[config.mk]
export PLATFORM = sky130hd
export DESIGN_NAME = qam_symbol_mapper_flat
export DESIGN_NICKNAME = d
export VERILOG_FILES = /design/src/rtl/qam_symbol_mapper_if.sv /design/src/rtl/qam_symbol_mapper.sv /design/src/flat_wrapper.sv
export SDC_FILE = /design/constraint.sdc
export NUM_CORES = 1
export LEC_CHECK = 0
export BUFFER_PORTS_ARGS = -buffer_cell sky130_fd_sc_hd__clkbuf_2
export CELL_PAD_IN_SITES_DETAIL_PLACEMENT = 0
export CELL_PAD_IN_SITES_GLOBAL_PLACEMENT = 2
export CORE_MARGIN = 4
export CORE_UTILIZATION = 26
export CTS_CLUSTER_DIAMETER = 30
export CTS_CLUSTER_SIZE = 14
export DETAILED_ROUTE_END_ITERATION = 12
export PLACE_DENSITY = 0.74
export SYNTH_ARGS = -nofsm -noshare
export SYNTH_HDL_FRONTEND = slang
export SYNTH_SLANG_ARGS = --single-unit
[constraint.sdc]
create_clock -name clk -period 1.65 [get_ports clk]
set_clock_uncertainty 0.1 [all_clocks]
set_input_delay 0.165 -clock clk [delete_from_list [all_inputs] [get_ports clk]]
set_output_delay 0.165 -clock clk [all_outputs]
set_load 0.05 [all_outputs]
[src/rtl/qam_symbol_mapper_if.sv]
// Symbol output bus between the QAM mapper and the downstream shaping/NCO stage.
// The mapper drives the master side; the consumer drives sym_ready.
interface qam_symbol_mapper_if #(
  parameter int BITS_PER_SYM = 4,
  parameter int AMP_W        = 8
);
  logic signed [AMP_W-1:0]  sym_i;
  logic signed [AMP_W-1:0]  sym_q;
  logic [BITS_PER_SYM-1:0]  sym_bits;
  logic                     sym_valid;
  logic                     sym_ready;

  modport master (output sym_i, output sym_q, output sym_bits, output sym_valid, input  sym_ready);
  modport slave  (input  sym_i, input  sym_q, input  sym_bits, input  sym_valid, output sym_ready);
endinterface

[src/rtl/qam_symbol_mapper.sv]
// Pulls PN bits one at a time from m_seq_gen, packs them into square-QAM symbols,
// Gray-maps them to signed I/Q levels and presents them on a valid/ready bus.
module qam_symbol_mapper #(
  parameter int BITS_PER_SYM = 4,
  parameter int AMP_W        = 8,
  parameter int CNT_W        = 16
) (
  input  logic                clk,
  input  logic                rst,
  input  logic                enable,
  output logic                bit_req,
  input  logic                bit_in,
  qam_symbol_mapper_if.master sym_bus,
  output logic [CNT_W-1:0]    sym_cnt,
  output logic                busy
);

  localparam int H    = BITS_PER_SYM / 2;
  localparam int L    = 1 << H;
  localparam int BC_W = $clog2(BITS_PER_SYM + 1);

  typedef enum logic [1:0] {IDLE, REQ, CAP, HOLD} state_t;

  state_t                  state;
  state_t                  state_nxt;
  logic [BITS_PER_SYM-1:0] shreg;
  logic [BC_W-1:0]         bit_cnt;
  logic                    slot_free;
  logic                    hold_xfer;
  logic                    accept;

  // Gray-decode one axis and centre it: index k maps to 2k-(L-1).
  function automatic logic signed [AMP_W-1:0] gray_level(input logic [H-1:0] g);
    logic [H-1:0] k;
    int           lvl;
    k[H-1] = g[H-1];
    for (int n = H - 2; n >= 0; n--) begin
      k[n] = k[n+1] ^ g[n];
    end
    lvl = 2 * int'(k) - (L - 1);
    return AMP_W'(lvl);
  endfunction

  assign slot_free = !sym_bus.sym_valid || sym_bus.sym_ready;
  assign hold_xfer = (state == HOLD) && slot_free;
  assign accept    = sym_bus.sym_valid && sym_bus.sym_ready;
  assign busy      = (state != IDLE);

  always_comb begin
    state_nxt = state;
    case (state)
      IDLE: if (enable) state_nxt = REQ;
      REQ:  state_nxt = CAP;
      CAP:  state_nxt = (bit_cnt == BC_W'(BITS_PER_SYM - 1)) ? HOLD : REQ;
      HOLD: if (slot_free) state_nxt = enable ? REQ : IDLE;
      default: state_nxt = IDLE;
    endcase
  end

  always_ff @(posedge clk) begin
    if (rst) state <= IDLE;
    else     state <= state_nxt;
  end

  // REQ never follows REQ, so the registered pulse is always isolated.
  always_ff @(posedge clk) begin
    if (rst) bit_req <= 1'b0;
    else     bit_req <= (state_nxt == REQ);
  end

  always_ff @(posedge clk) begin
    if (rst) begin
      shreg   <= '0;
      bit_cnt <= '0;
    end else if (state == CAP) begin
      shreg   <= {shreg[BITS_PER_SYM-2:0], bit_in};
      bit_cnt <= bit_cnt + BC_W'(1);
    end else if (hold_xfer) begin
      bit_cnt <= '0;
    end
  end

  // A HOLD transfer in the same cycle as an accept keeps sym_valid high.
  always_ff @(posedge clk) begin
    if (rst) begin
      sym_bus.sym_valid <= 1'b0;
      sym_bus.sym_bits  <= '0;
      sym_bus.sym_i     <= '0;
      sym_bus.sym_q     <= '0;
    end else if (hold_xfer) begin
      sym_bus.sym_valid <= 1'b1;
      sym_bus.sym_bits  <= shreg;
      sym_bus.sym_i     <= gray_level(shreg[BITS_PER_SYM-1:H]);
      sym_bus.sym_q     <= gray_level(shreg[H-1:0]);
    end else if (accept) begin
      sym_bus.sym_valid <= 1'b0;
    end
  end

  always_ff @(posedge clk) begin
    if (rst)         sym_cnt <= '0;
    else if (accept) sym_cnt <= sym_cnt + CNT_W'(1);
  end

endmodule

[src/flat_wrapper.sv]
// flat-port wrapper written by rule: the top's interface ports become plain ports
module qam_symbol_mapper_flat 
#(
  parameter int BITS_PER_SYM = 4,
  parameter int AMP_W        = 8,
  parameter int CNT_W        = 16
)
  (clk, rst, enable, bit_req, bit_in, sym_cnt, busy, sym_bus_sym_i, sym_bus_sym_q, sym_bus_sym_bits, sym_bus_sym_valid, sym_bus_sym_ready);
  qam_symbol_mapper_if #(.BITS_PER_SYM(BITS_PER_SYM), .AMP_W(AMP_W)) sym_bus_i ();
  input  logic clk;
  input  logic rst;
  input  logic enable;
  output logic bit_req;
  input  logic bit_in;
  output logic [CNT_W-1:0] sym_cnt;
  output logic busy;
  output wire logic [$bits(sym_bus_i.sym_i)-1:0] sym_bus_sym_i;
  output wire logic [$bits(sym_bus_i.sym_q)-1:0] sym_bus_sym_q;
  output wire logic [$bits(sym_bus_i.sym_bits)-1:0] sym_bus_sym_bits;
  output wire logic [$bits(sym_bus_i.sym_valid)-1:0] sym_bus_sym_valid;
  input wire logic [$bits(sym_bus_i.sym_ready)-1:0] sym_bus_sym_ready;
  assign sym_bus_sym_i = sym_bus_i.sym_i;
  assign sym_bus_sym_q = sym_bus_i.sym_q;
  assign sym_bus_sym_bits = sym_bus_i.sym_bits;
  assign sym_bus_sym_valid = sym_bus_i.sym_valid;
  assign sym_bus_i.sym_ready = sym_bus_sym_ready;
  qam_symbol_mapper #(.BITS_PER_SYM(BITS_PER_SYM), .AMP_W(AMP_W), .CNT_W(CNT_W)) u_core (.clk(clk), .rst(rst), .enable(enable), .bit_req(bit_req), .bit_in(bit_in), .sym_bus(sym_bus_i), .sym_cnt(sym_cnt), .busy(busy));
endmodule
==> reports/metrics.yaml, run 1 <==
netlist_top_cells_count: "dfxtp_1 (36), nor2_1 (27), nand2_1 (24)"
synth_edf_count: 0
cap_violations: 0
async_flop_share: 0
setup_viol: 0
synthesis.nets: 195
ctsHoldBuffers: 0
chipHeight_um: 86.4
max_stage_delay_ns: 0.38
rsz0062_at_grt: "no"
fin_tns_setup_ns: 0
worst_pin_slew_ns: 0.350
synth_flop_cell: "dfxtp_1"
core_area_mm2: 0.00596
fp-row-count: 28
worst_r2r_path_depth: 4
syn_to_final_growth_pct: 23.5
grt_pass1_vias: 1206
synth_seq_area_share: 0.451
syn_area_mm2: 0.00160
outcome: "completed"
drt-initial-drc-count: 42
ys_types: 34
grt_first_pass_wirelength_mm: 5.77
nFillCells: 676
detail_route.wl_per_cell_um: 11.5
avgSynthCellArea_um2: 8.55
ctsLongestPathBuffers: 2
insertion_delay_ns: 0.28
yosysTopAreaCell: "dfxtp_1"
wl_mm: 3.46
arrival_ns: 1.67
cts_sinks: 36
gp_congestion: 0.776
fp.dieArea_mm2: 0.00747
leakage_nw: 0.841
worst-setup-path-type: "register to register"
die_x_um: 86.4
finalMaxSlewViolations: 0
period_minus_slack_ns: 1.59
cp_cell_sequence: "and4_4 -> and4_4 -> and3_1 -> mux2_2"
cts-buffers-inserted: 5
fin_util: 0.332
start_kind: "register"
io_pins: 44
relSlewSlack: 0.766
slowest_stage: "dfxtp_4"
crit_path_frequent_cell: "and4_4"
crit_required_ns: 1.73
vias: 1303
root_buffer: "clkbuf_8"
ir_worst_vdd_v: 0.000332
grt_overflow: 0
period_share: 0.962
viasPerCell: 4.34
reg2reg_to: "u_core.sym_cnt[11]"
end_kind: "register"
critPathLaunch: "u_core.sym_cnt[4]"
synth_warnings: 0
postSynthRegisterBits: 36
clkTransAtPathRegs_ns: 0.07
htreeDepth: 2
drtAntennaViolNets: 0
reg2reg_slack_ns: 0.06
endpoint: "u_core.sym_cnt[11]"
fin_nets: 232
dp.final_hpwl_mm: 2.48
powerDensity_mw_per_mm2: 862
max_freq_ghz: 0.630
hp-class: "input pin to register"
r2r_start: "u_core.sym_cnt[4]"
track_usage: 0.0982
diodes: 0
start_util: 0.268
firstDrtPassIters: 3
antenna_found_initial: 0
synth_most_common_cell: "dfxtp_1"
synth_top_area_frac: 0.451
portBuffers: 43
tritoncts: "done"
drcViolationCount: 0
crit_path_max_fanout: 5
netlist_instances: 187
netlist_top_cells_area: "dfxtp_1 (45%), nor2_1 (6.3%), a21oi_1 (5.9%), nand2_1 (5.6%), xor2_1 (5.5%)"
grt_max_degree: 26
finalHoldViolCount: 0
drive_above_1_share: 0.342
## flip-flops by register name, summed over array words and instances, names as in the netlist
register and count:
u_core.bit_cnt 3, u_core.bit_req 1, u_core.shreg 4, u_core.state 2, u_core.sym_bus.sym_bits 4, u_core.sym_bus.sym_i 2, u_core.sym_bus.sym_q 3, u_core.sym_bus.sym_valid 1
u_core.sym_cnt 16
## placed cells by master, fill, tap and decap left out, types with 6 or more instances in the layout
cell type,n
clkbuf_2,43
nor2_1,27
dfxtp_1,26
nand2_1,24
a21oi_1,19
xor2_1,10
clkbuf_8,7
dfxtp_4,7
nand3_1,6
buf_4,6
## logic make-up (layout without fill, tap and decap cells)
group	Yosys count	in the layout	share of synthesized area
muxes	3	3	0.0258
buffers and inverters	21	59	0.0759
AOI/OAI and AO/OA	27	27	0.0931
and+or+nand+nor	85	85	0.265
adders and majority gates	3	3	0.0235
DFF	36	36	0.451
xor gates and xnor gates	12	12	0.0657
## metrics by stage
step,area (um^2),hold WS (ns),std cells,power [mW],worst slack [ns]
after global placement,1850,0.298,290,1.03,0.0872
final,1970,0.0150,300,1.70,0.0621
after floorplan,1630,0.201,187,1.00,0.00651
after detailed placement,1850,0.308,290,1.03,0.0705
after CTS,1950,0.00375,298,1.73,0.0543
after global routing,1970,0.0201,300,1.79,0.0111
## worst min path at each step
stage	start	end	slack [ns]	depth (start not counted)
floorplan	bit_in	u_core.shreg[0]	0.20	2
global placement	bit_in	u_core.shreg[0]	0.30	3
detailed placement	bit_in	u_core.shreg[0]	0.31	3
CTS	bit_in	u_core.shreg[0]	0.004	3
global route	bit_in	u_core.shreg[0]	0.02	3
finish	bit_in	u_core.shreg[0]	0.01	3
## worst max-delay path: cells and delay by family (launching register included)
kind	cells	cell delay, ns
flip-flops	1	0.38
multiplexers	1	0.32
AND/OR/NAND/NOR	3	0.68
## area by class of cell
| type | count | area (um^2) | share of cell area |
|---|---|---|---|
| tap | 75 | 93.8 | 0.0475 |
| multi-input combinational | 130 | 762 | 0.386 |
| sequential | 36 | 751 | 0.380 |
| inverter | 2 | 7.51 | 0.00380 |
| timing repair buffer | 49 | 260 | 0.132 |
| clock buffer | 8 | 100 | 0.0507 |
## report_power, final
group	internal (mW)	leakage [nW]	switching, mW
registers	0.868	0.298	0.0136
logic	0.0342	0.492	0.0945
clock network	0.381	0.0515	0.309
## repair_timing
action | CTS | global route
buffers inserted | 0 | 2
setup endpoints to repair | 0 | 1
resized for setup | 0 | 1
## layer usage
| metal | GRT usage | part of all wire | wire [um] |
|---|---|---|---|
| met5 | 0 | 0 | 0 |
| met4 | 0.0425 | 0.016 | 57 |
| met3 | 0.0380 | 0.066 | 227 |
| met2 | 0.154 | 0.44 | 1520 |
| met1 | 0.119 | 0.48 | 1650 |
No activity file was read; power rests on OpenSTA's default activity.
==> run 2: changes to the inputs <==
Settings changed: CORE_ASPECT_RATIO set to 1.1, GPL_TIMING_DRIVEN set to 0, PLACE_DENSITY 0.74 to 0.69.
==> run 2 against run 1 <==
Net effect:
- global-route usage up 0.39 points
- sequential power about the same
- highest routed layer unchanged
- total power down 4.0%
- critical path depth unchanged
- largest power group unchanged
- sequential share of layout area down 1.1 points
- register-to-register slack about the same
- hold slack better by 0.087 ns
- maximum frequency up 0.50%
==> reports/metrics.yaml, run 2 (synthesized netlist as in run 1, its figures left out) <==
outcome: "completed"
leakage_nw: 0.870
grt_max_degree: 11
min_path_cells: 3
largest_reg_flops: 16
grt_overflow: 0
fp-row-count: 29
ir_worst_vdd_v: 0.000259
cap_violations: 0
arrival_ns: 1.67
worst_pin_slew_ns: 0.523
firstDrtPassIters: 4
crit_required_ns: 1.74
ctsLongestPathBuffers: 2
drt-initial-drc-count: 45
cts-buffers-inserted: 5
die_x_um: 82.8
drtAntennaViolNets: 0
insertion_delay_ns: 0.29
dp.final_hpwl_mm: 2.64
worst-setup-path-type: "register to register"
hp-class: "input pin to register"
io_pins: 44
pwr-share-comb: 0.086
fin_tns_setup_ns: 0
vias: 1355
setup_viol: 0
largest_register: "u_core.sym_cnt"
layout_commonest_cell: "clkbuf_2"
grt_first_pass_wirelength_mm: 5.92
p_seq_frac: 0.540
drcViolationCount: 0
start_kind: "register"
chipHeight_um: 90.3
htreeDepth: 2
gp_congestion: 0.659
worst_r2r_path_depth: 4
core_area_mm2: 0.00588
power.share.clock: 0.374
portBuffers: 43
crit_path_max_fanout: 5
syn_to_final_growth_pct: 27.0
rsz0062_at_grt: "no"
viasPerCell: 4.32
finalHoldViolCount: 0
track_usage: 0.102
fin_nets: 244
largestRegisters: "u_core.sym_cnt: 16 flops, u_core.shreg: 4 flops, u_core.sym_bus.sym_bits: 4 flops"
relSlewSlack: 0.652
period_share: 0.958
reg2reg_slack_ns: 0.07
period_minus_slack_ns: 1.58
holdWs_ns: 0.102
p_switching_mw: 0.430
cts_sinks: 36
final_cell_mix: "clkbuf_2 (43), nor2_1 (27), dfxtp_1 (26)"
internal-power_mw: 1.20
drive_above_1_share: 0.346
end_kind: "register"
grt_pass1_vias: 1200
detail_route.wl_per_cell_um: 11.6
p_sw_frac: 0.264
wl_mm: 3.64
cts_setup_buffers: 0
root_buffer: "clkbuf_8"
tritoncts: "done"
max_freq_ghz: 0.633
start_util: 0.272
nFillCells: 646
clkTransAtPathRegs_ns: 0.07
fp.dieArea_mm2: 0.00747
antenna_found_initial: 0
powerDensity_mw_per_mm2: 804
diodes: 0
finalMaxSlewViolations: 0
run 2: layer usage:
metal / vias up / global-route usage / routed length [um]
li1: 718 / - / -
met1: 602 / 0.128 / 1770
met2: 29 / 0.156 / 1590
met3: 6 / 0.0339 / 206
met4: 0 / 0.0450 / 78
met5: - / 0 / 0
run 2: worst paths after layout:
kind | from | to
max reg2reg | u_core.sym_cnt[4] | u_core.sym_cnt[11]
min reg2reg | u_core.sym_bus.sym_bits[1] | u_core.sym_bus.sym_bits[1]
min | sym_bus_sym_ready | u_core.sym_cnt[1]
max | u_core.sym_cnt[4] | u_core.sym_cnt[11]
run 2: layout make-up:
class / instances / area [um^2] / area share
buffer: 17 / 106 / 0.0524
clock buffer: 7 / 76.3 / 0.0376
clock inverter: 1 / 3.75 / 0.00185
inverter: 2 / 7.51 / 0.00370
multi-input combinational: 130 / 764 / 0.376
sequential: 36 / 751 / 0.370
tap: 77 / 96.3 / 0.0474
timing repair buffer: 44 / 225 / 0.111
run 2: timing repair:
item / CTS / global route
resized for setup: 0 / 2
endpoints found under the hold margin: 1 / 0
hold buffers: 1 / 0
setup endpoints to repair: 0 / 11
run 2: critical path, cell delays in order, from the launching register on:
cell and delay [ns]:
dfxtp_4 0.37, and4_4 0.26, and4_4 0.27, and3_1 0.16, mux2_2 0.32
run 2: through the flow:
step	power [mW]	cells	utilization	instance area (um^2)	setup slack (ns)
CTS	1.66	316	0.345	2030	0.00556
global placement	1.04	307	0.330	1940	0.0527
detailed placement	1.04	307	0.330	1940	0.0566
global route	1.72	314	0.345	2030	0.0115
floorplan	1.00	187	-	1630	0.00651
finish	1.63	314	0.345	2030	0.0701
run 2: power groups by stage:
stage	Combinational [mW]	Sequential, mW	Clock [mW]
after floorplan	0.0911	0.913	0
after global routing	0.153	0.883	0.680
after CTS	0.150	0.875	0.639
after detailed placement	0.148	0.896	0
final	0.140	0.882	0.611
after global placement	0.148	0.895	0
==> run 3: changes to the inputs <==
Settings changed: PLACE_DENSITY 0.69 to 0.74.
==> run 3 against run 2 <==
Net effect:
- via count grew 0.52%
- critical path type unchanged
- critical endpoint unchanged
- hold slack lost 0.010 ns
- cell count is the same
- combinational power is essentially flat
==> reports/metrics.yaml, run 3 (synthesized netlist as in run 1, its figures left out) <==
start_util: 0.272
detail_route.wl_per_cell_um: 11.2
worst_pin_slew_ns: 0.492
ctsLongestPathBuffers: 2
relSlewSlack: 0.672
grt_max_degree: 12
root_buffer: "clkbuf_8"
max_freq_ghz: 0.627
dp.final_hpwl_mm: 2.62
fp-row-count: 29
ir_worst_vdd_v: 0.000298
worst-setup-path-type: "register to register"
largest_reg_flops: 16
viasPerCell: 4.34
powerDensity_mw_per_mm2: 793
reg2reg_slack_ns: 0.06
crit_path_frequent_cell: "and4_4"
drt-initial-drc-count: 37
cts_sinks: 36
setup_viol: 0
cp_cell_sequence: "and4_4 -> and4_4 -> and3_1 -> mux2_2"
syn_to_final_growth_pct: 27.0
worst_r2r_path_depth: 4
crit_path_max_fanout: 6
design_area_mm2: 0.00203
final_cell_mix: "clkbuf_2 (43), nor2_1 (27), dfxtp_1 (25)"
reg2reg_to: "u_core.sym_cnt[11]"
min_from: "sym_bus_sym_ready"
dpl-instance-area_mm2: 0.00194
fin_nets: 244
end_kind: "register"
drcViolationCount: 0
wl_mm: 3.53
p_seq_frac: 0.548
die_x_um: 82.8
rsz0062_at_grt: "no"
tritoncts: "done"
outcome: "completed"
fp.dieArea_mm2: 0.00747
insertion_delay_ns: 0.28
io_pins: 44
max_stage_delay_ns: 0.38
r2r_start: "u_core.sym_cnt[3]"
antenna_found_initial: 0
chipHeight_um: 90.3
htreeDepth: 2
power.share.clock: 0.367
worstHoldEndpoint: "u_core.sym_cnt[1]"
p_sw_frac: 0.252
slowest_stage: "dfxtp_4"
finalHoldViolCount: 0
clkTransAtPathRegs_ns: 0.07
min_path_cells: 3
crit_required_ns: 1.72
cts-buffers-inserted: 5
portBuffers: 43
grt_overflow: 0
leakage_nw: 0.876
start_kind: "register"
drtAntennaViolNets: 0
cts_setup_buffers: 0
fin_tns_setup_ns: 0
period_share: 0.966
internal-power_mw: 1.20
cap_violations: 0
holdWs_ns: 0.0917
largestRegisters: "u_core.sym_cnt: 16 flops, u_core.shreg: 4 flops, u_core.sym_bus.sym_bits: 4 flops"
p_switching_mw: 0.406
hp-class: "input pin to register"
pwr-share-comb: 0.086
vias: 1362
firstDrtPassIters: 2
core_area_mm2: 0.00588
grt_first_pass_wirelength_mm: 5.84
layout_commonest_cell: "clkbuf_2"
finalMaxSlewViolations: 0
gp_congestion: 0.668
arrival_ns: 1.67
grt_pass1_vias: 1246
drive_above_1_share: 0.350
period_minus_slack_ns: 1.59
largest_register: "u_core.sym_cnt"
track_usage: 0.0991
diodes: 0
nFillCells: 658
-- run 3: cell counts in the layout (fill, tap and decap cells not counted) --
Identical to the previous run, type by type.
-- run 3: stage by stage --
step	std cells	util	total power [mW]	worst slack, ns
after floorplan	187	-	1.00	0.00651
after global placement	307	0.330	1.04	0.0450
after detailed placement	307	0.330	1.04	0.0526
after CTS	316	0.346	1.65	0.0226
after global routing	314	0.345	1.70	0.0157
final	314	0.345	1.61	0.0558
-- run 3: worst max-delay path by stage --
stage                            startpoint                      end  cells past startpoint
final                     u_core.sym_cnt[3]       u_core.sym_cnt[11]                      4
after global routing      u_core.sym_cnt[1]       u_core.sym_cnt[14]                      5
after CTS                   u_core.state[1]                     busy                      3
after detailed placement    u_core.state[1]  u_core.sym_bus.sym_q[1]                      6
after global placement      u_core.state[1]  u_core.sym_bus.sym_i[1]                      6
after floorplan           u_core.sym_cnt[9]       u_core.sym_cnt[14]                      4
-- run 3: power by group through the flow --
stage / Sequential [mW] / Combinational (mW) / Clock [mW]
3_5_place_dp: 0.896 / 0.147 / 0
4_1_cts: 0.875 / 0.149 / 0.627
5_1_grt: 0.884 / 0.152 / 0.660
2_1_floorplan: 0.913 / 0.0911 / 0
3_3_place_gp: 0.896 / 0.147 / 0
6_report: 0.882 / 0.138 / 0.590
-- run 3: what timing repair did --
item | in CTS | in global routing
hold buffers | 1 | 0
endpoints found under the setup margin | 0 | 9
gates resized for setup | 0 | 2
hold endpoints to repair | 1 | 0
-- run 3: area by class of cell --
type / instances / area [um^2] / share of cell area
multi-input combinational: 130 / 762 / 0.375
sequential: 36 / 752 / 0.370
timing repair buffer: 44 / 225 / 0.111
buffer: 17 / 106 / 0.0524
tap: 77 / 96.3 / 0.0474
clock buffer: 7 / 76.3 / 0.0376
inverter: 2 / 7.51 / 0.00370
clock inverter: 1 / 5.00 / 0.00246
-- run 3: worst max-delay path, delay by kind of cell, from the launching register on --
family	cells	cell delay, ns
AND/OR/NAND/NOR	3	0.68
multiplexers	1	0.32
flip-flops	1	0.38
-- run 3: routing by layer --
layer | global-route usage | up-vias | routed length (um)
met1 | 0.132 | 605 | 1760
li1 | - | 719 | -
met4 | 0.0409 | 0 | 60
met2 | 0.147 | 33 | 1500
met5 | 0 | - | 0
met3 | 0.0299 | 5 | 207
